`src/rtl/iq_sweep_ctrl.sv`:
```
// LO divider sweep sequencer: per divider restarts the LO, settles, integrates
// the I/Q bit streams, reports a magnitude metric and tracks the best divider.
module iq_sweep_ctrl #(
  parameter int DIV_MIN = 5,
  parameter int DIV_MAX = 8,
  parameter int SETTLE  = 16,
  parameter int DWELL   = 1024,
  parameter int CNT_W   = 16
) (
  input  logic             clk_27m,
  input  logic             rst_n,
  input  logic             start,
  input  logic             i_bit,
  input  logic             q_bit,
  output logic [7:0]       lo_div,
  output logic             lo_restart,
  output logic             busy,
  output logic             res_valid,
  input  logic             res_ready,
  output logic [7:0]       res_div,
  output logic [CNT_W:0]   res_mag,
  output logic             done,
  output logic [7:0]       best_div,
  output logic [CNT_W:0]   best_mag
);

  localparam int TW = (CNT_W > $clog2(SETTLE + 1)) ? CNT_W : $clog2(SETTLE + 1);
  localparam logic [7:0]    DIV_FIRST  = 8'(DIV_MIN);
  localparam logic [7:0]    DIV_LAST   = 8'(DIV_MAX);
  localparam logic [TW-1:0] SETTLE_END = TW'(SETTLE - 1);
  localparam logic [TW-1:0] DWELL_END  = TW'(DWELL - 1);
  localparam logic signed [CNT_W+1:0] DWELL_S = (CNT_W+2)'(DWELL);

  typedef enum logic [2:0] {
    ST_IDLE,
    ST_SETTLE,
    ST_INTEG,
    ST_REPORT,
    ST_FINISH
  } state_t;

  state_t            state_reg;
  logic [TW-1:0]     cnt_reg;
  logic [CNT_W-1:0]  i_cnt_reg;
  logic [CNT_W-1:0]  q_cnt_reg;
  logic [7:0]        run_div_reg;
  logic [CNT_W:0]    run_mag_reg;
  logic              run_first_reg;

  // The metric includes the sample of the last INTEG cycle, so it is formed
  // from the counters plus the current bits.
  logic [CNT_W-1:0]        i_sum, q_sum;
  logic signed [CNT_W+1:0] i_dev, q_dev;
  logic [CNT_W:0]          i_abs, q_abs, mag;

  assign i_sum = i_cnt_reg + CNT_W'(i_bit);
  assign q_sum = q_cnt_reg + CNT_W'(q_bit);
  assign i_dev = $signed({1'b0, i_sum, 1'b0}) - DWELL_S;
  assign q_dev = $signed({1'b0, q_sum, 1'b0}) - DWELL_S;
  assign i_abs = i_dev[CNT_W+1] ? (CNT_W+1)'(-i_dev) : i_dev[CNT_W:0];
  assign q_abs = q_dev[CNT_W+1] ? (CNT_W+1)'(-q_dev) : q_dev[CNT_W:0];
  assign mag   = i_abs + q_abs;

  always_ff @(posedge clk_27m) begin
    if (!rst_n) begin
      state_reg     <= ST_IDLE;
      cnt_reg       <= '0;
      i_cnt_reg     <= '0;
      q_cnt_reg     <= '0;
      run_div_reg   <= '0;
      run_mag_reg   <= '0;
      run_first_reg <= 1'b0;
      lo_div        <= DIV_FIRST;
      lo_restart    <= 1'b0;
      busy          <= 1'b0;
      res_valid     <= 1'b0;
      res_div       <= '0;
      res_mag       <= '0;
      done          <= 1'b0;
      best_div      <= '0;
      best_mag      <= '0;
    end else begin
      lo_restart <= 1'b0;
      done       <= 1'b0;
      case (state_reg)
        ST_IDLE: begin
          if (start) begin
            state_reg     <= ST_SETTLE;
            busy          <= 1'b1;
            lo_div        <= DIV_FIRST;
            lo_restart    <= 1'b1;
            cnt_reg       <= '0;
            i_cnt_reg     <= '0;
            q_cnt_reg     <= '0;
            run_div_reg   <= '0;
            run_mag_reg   <= '0;
            run_first_reg <= 1'b1;
          end
        end
        ST_SETTLE: begin
          if (cnt_reg == SETTLE_END) begin
            cnt_reg   <= '0;
            state_reg <= ST_INTEG;
          end else begin
            cnt_reg <= cnt_reg + TW'(1);
          end
        end
        ST_INTEG: begin
          i_cnt_reg <= i_sum;
          q_cnt_reg <= q_sum;
          if (cnt_reg == DWELL_END) begin
            cnt_reg   <= '0;
            state_reg <= ST_REPORT;
            res_valid <= 1'b1;
            res_div   <= lo_div;
            res_mag   <= mag;
            // Strict compare keeps the lower divider on ties.
            if (run_first_reg || (mag > run_mag_reg)) begin
              run_div_reg <= lo_div;
              run_mag_reg <= mag;
            end
            run_first_reg <= 1'b0;
          end else begin
            cnt_reg <= cnt_reg + TW'(1);
          end
        end
        ST_REPORT: begin
          if (res_ready) begin
            res_valid <= 1'b0;
            if (lo_div == DIV_LAST) begin
              state_reg <= ST_FINISH;
              done      <= 1'b1;
              best_div  <= run_div_reg;
              best_mag  <= run_mag_reg;
            end else begin
              state_reg  <= ST_SETTLE;
              lo_div     <= lo_div + 8'd1;
              lo_restart <= 1'b1;
              cnt_reg    <= '0;
              i_cnt_reg  <= '0;
              q_cnt_reg  <= '0;
            end
          end
        end
        ST_FINISH: begin
          state_reg <= ST_IDLE;
          busy      <= 1'b0;
        end
        default: begin
          state_reg <= ST_IDLE;
          busy      <= 1'b0;
        end
      endcase
    end
  end

endmodule

```
`config.mk`:
```
export PLATFORM = sky130hd
export DESIGN_NAME = iq_sweep_ctrl
export DESIGN_NICKNAME = d
export VERILOG_FILES = /design/src/rtl/iq_sweep_ctrl.sv
export SDC_FILE = /design/constraint.sdc
export NUM_CORES = 1
export LEC_CHECK = 0
export BUFFER_PORTS_ARGS = -buffer_cell sky130_fd_sc_hd__buf_4
export CAP_MARGIN = 20
export CORE_ASPECT_RATIO = 1.1
export CORE_UTILIZATION = 50
export CTS_CLUSTER_DIAMETER = 60
export CTS_CLUSTER_SIZE = 24
export DETAILED_ROUTE_END_ITERATION = 12
export PLACE_DENSITY = 0.71
export SLEW_MARGIN = 20
export SYNTH_ARGS = -nofsm -noshare
export SYNTH_HDL_FRONTEND = slang
export SYNTH_SLANG_ARGS = --single-unit
export TNS_END_PERCENT = 10
```
`constraint.sdc`:
```
create_clock -name clk_27m -period 6.1 [get_ports clk_27m]
set_input_delay 0.305 -clock clk_27m [delete_from_list [all_inputs] [get_ports clk_27m]]
set_output_delay 0.305 -clock clk_27m [all_outputs]
set_load 0.05 [all_outputs]
```
==> metrics <==
total wire length 20,300 µm; routed length per placed instance between 15 and 20 µm; data required time of the critical path 6460 ps; Die Span X 122 µm; startpoint kind of the worst setup timing path flip-flop; Remaining DRCs 0; share of cells above drive strength 1 approximately 16%; Pleak 3.79 nW; CP endpoint kind flip-flop; final cell count without fillers 1,309; Worst Min Path Start rst_n; post-synthesis instance total 1,035; leading cell type in the layout, fill and taps excluded sky130_fd_sc_hd__nand2_1; first-pass detailed-route iteration total 5; R2R Path Start q_cnt_reg[11]$_SDFFE_PN0P_; buffers and inverters on the worst path 3; Slew @ Worst Pin ~1000 ps; number of inserted diodes 0; internal power contribution 2.13 mW; antenna violations before repair 0; run status finished clean; sequential power share 28.1%; violation count after the first detailed-route iteration approximately 500; number of top-level pins 68; number of standard-cell rows in the floorplan 48; register area share after synthesis 34.1%; worst setup slack for register-to-register paths 350 ps; Switching Share 38.3%; number of buffers added by the clock tree synthesis step 17; most used cells in the layout excluding fill and tap cells 140 x sky130_fd_sc_hd__nand2_1, 134 x sky130_fd_sc_hd__dfxtp_1, 128 x sky130_fd_sc_hd__nor2_1, 109 x sky130_fd_sc_hd__a21oi_1, 102 x sky130_fd_sc_hd__buf_4; die boundary height 135 µm; post-synthesis area per instance ~7.7 µm²; dpl cells 1,276; total of buffers placed on input and output ports 65; Detailed Place HPWL roughly 14,000 µm; routed via count divided by cell count around 5.6; clock network power share around 34%; proportion of power drawn by combinational gates 37.8%; leading register cell type out of synthesis sky130_fd_sc_hd__dfxtp_1; synthesized cell area 7980 µm²; final hold violation count 0; buffer depth of the longest clock path 2; wire length of the first global-routing pass 32,700 µm; pin count of the biggest net entering global routing 102; clock transition at the registers of the reported paths 60 ps; unique cell type count in the Yosys netlist 69; hold-critical path depth 2; peak fanout along the critical path 23; Sum Neg Setup Slack 0 ps; count of synthesis-stage warnings from yosys 0; path type of the worst setup path reg -> reg; top area cells in the synthesized netlist sky130_fd_sc_hd__dfxtp_1 34%, sky130_fd_sc_hd__a21oi_1 6.9%, sky130_fd_sc_hd__ha_1 6.9%, sky130_fd_sc_hd__nand2_1 6.6%, sky130_fd_sc_hd__nor2_1 6.2%; vias after detailed routing 7,321; die area between 15,000 and 20,000 µm²; starting density of the core 50.9%; number of clock sinks seen by CTS 136; kind of cell adding the most delay to the critical path compound AO/OA/AOI/OAI gates; Yosys top cell by area sky130_fd_sc_hd__dfxtp_1; Max-cap violations 0; switching power total 1.32 mW; Final Slew Violations 0; Max-slew headroom 30.1%; portion of synthesized cell area occupied by the leading cell type around 34%; Setup-failing EPs final 0; Critical Path AT between 6000 and 7000 ps; RD Place Congestion 0.898; clock latency on the worst-skew pair between 400 and 500 ps; CTS tree built; number of enable flip-flop cells after synthesis 0; remaining antenna violation count after routing 0; maximum VDD drop 0.000254 V; Final Cycle Share 94.2%; Slowest Stage Delay on Critical Path 450 ps; total core area 15,700 µm²; post-synthesis async set-or-reset flop share 0%; number of storage elements in the synthesis netlist about 140; Layout Area Growth over Synthesis 19.0%; clock tree skew after final layout 9.46 ps; residual overflow from global routing 0; max frequency roughly 170 MHz; Clk Tree Root Cell sky130_fd_sc_hd__clkbuf_16; power density relative to cell area 363 nW/µm²; final critical delay including setup and external delays 5750 ps; number of global-route vias before repair roughly 6,600; cell at the slowest stage of the critical path sky130_fd_sc_hd__dfxtp_1; H-tree lvl count 4; final net count 1,147; min-delay worst type in -> reg; Critical R2R Capture run_mag_reg[14]$_SDFFE_PN0P_; number of cells on the worst reg-to-reg path 26; Global Route Usage Sum 24.9%; hold endpoint lo_div[2]$_SDFFE_PN1P_
[power groups by stage]
| stage | logic, mW | clock network (mW) | registers (mW) |
|---|---|---|---|
| 5_1_grt | 1.43 | 1.22 | 0.975 |
| 3_5_place_dp | 1.24 | 0 | 0.987 |
| 6_report | 1.30 | 1.18 | 0.969 |
| 4_1_cts | 1.25 | 1.19 | 0.967 |
| 2_1_floorplan | 0.919 | 0 | 0.992 |
| 3_3_place_gp | 1.23 | 0 | 0.987 |
[what timing repair did]
| item | 4_1_cts | 5_1_grt |
|---|---|---|
| hold endpoints to repair | 0 | 0 |
| setup buffers | 0 | 1 |
| setup endpoints to repair | 0 | 24 |
| hold buffers | 0 | 0 |
| gates resized for setup | 0 | 23 |
[kinds of logic after synthesis]
group | count (synthesis) | share of synthesized area, %
xor+xnor | 93 | 10.6
flops | 136 | 34.1
compound gates | 200 | 14.8
mux | 18 | 2.30
other cells | 1 | 0.0470
buf+inv | 99 | 5.13
fa+ha+maj | 45 | 7.15
simple gates | 443 | 25.9
[area by class of cell]
type | count | area (µm²)
Clock buffer | 18 | 429
Tap cell | 200 | 250
Multi-Input combinational cell | 801 | 4940
Fill cell | 1419 | 6180
Inverter | 37 | 140
Timing Repair Buffer | 103 | 777
Clock inverter | 14 | 233
Sequential cell | 136 | 2730
[cells in the mapped netlist, drive strengths merged (2+ instances only)]
library cell and number:
nand3 52, xnor2 56, or2 5, nand2b 11, or3 8, ha 44, mux2i 15, clkbuf 47
nor2 131, a211oi 7, nor4b 3, o211ai 3, nor4 10, o21ai 31, a21oi 111, inv 37
a21o 9, nand3b 5, mux2 3, o32ai 2, xor2 35, a2111oi 2, dfxtp 136, and2 6
nor3 21, o31ai 2, nor2b 2, a31oi 10, a22oi 5, nand2 140, and3 30, buf 15
and4 2, nand4 14, a31o 2, o21a 4
[metrics by stage]
stage / setup WS, ps / util [%] / total power [mW] / cell area (µm²) / hold slack [ps]
after floorplan: 420 / - / 1.91 / 7990 / 431
after global placement: 178 / 55.8 / 2.22 / 8740 / 439
after detailed placement: 86.3 / 55.8 / 2.22 / 8740 / 447
after CTS: 65.6 / 60.0 / 3.40 / 9410 / 131
after global routing: -42.7 / 60.6 / 3.63 / 9500 / 149
final: 354 / 60.6 / 3.45 / 9500 / 143
[worst max-delay path by stage]
stage | slack (ps) | end | from | cells past startpoint
global placement | 180 | run_mag_reg[14]$_SDFFE_PN0P_ | q_bit | 27
floorplan | 420 | run_div_reg[0]$_SDFFE_PN0P_ | i_cnt_reg[0]$_SDFFE_PN0P_ | 27
detailed placement | 90 | run_mag_reg[14]$_SDFFE_PN0P_ | q_bit | 27
global route | -40 | run_div_reg[3]$_SDFFE_PN0P_ | q_cnt_reg[11]$_SDFFE_PN0P_ | 26
finish | 350 | run_mag_reg[14]$_SDFFE_PN0P_ | q_cnt_reg[11]$_SDFFE_PN0P_ | 26
CTS | 70 | run_mag_reg[14]$_SDFFE_PN0P_ | q_cnt_reg[0]$_SDFFE_PN0P_ | 26
[metal layers]
layer  global-route usage, %  share of wire, %
met4                    9.01               2.2
met1                    32.9                46
met5                       0                 0
met2                    40.9                48
met3                    3.80               3.1
No activity file was read; power rests on OpenSTA's default activity.
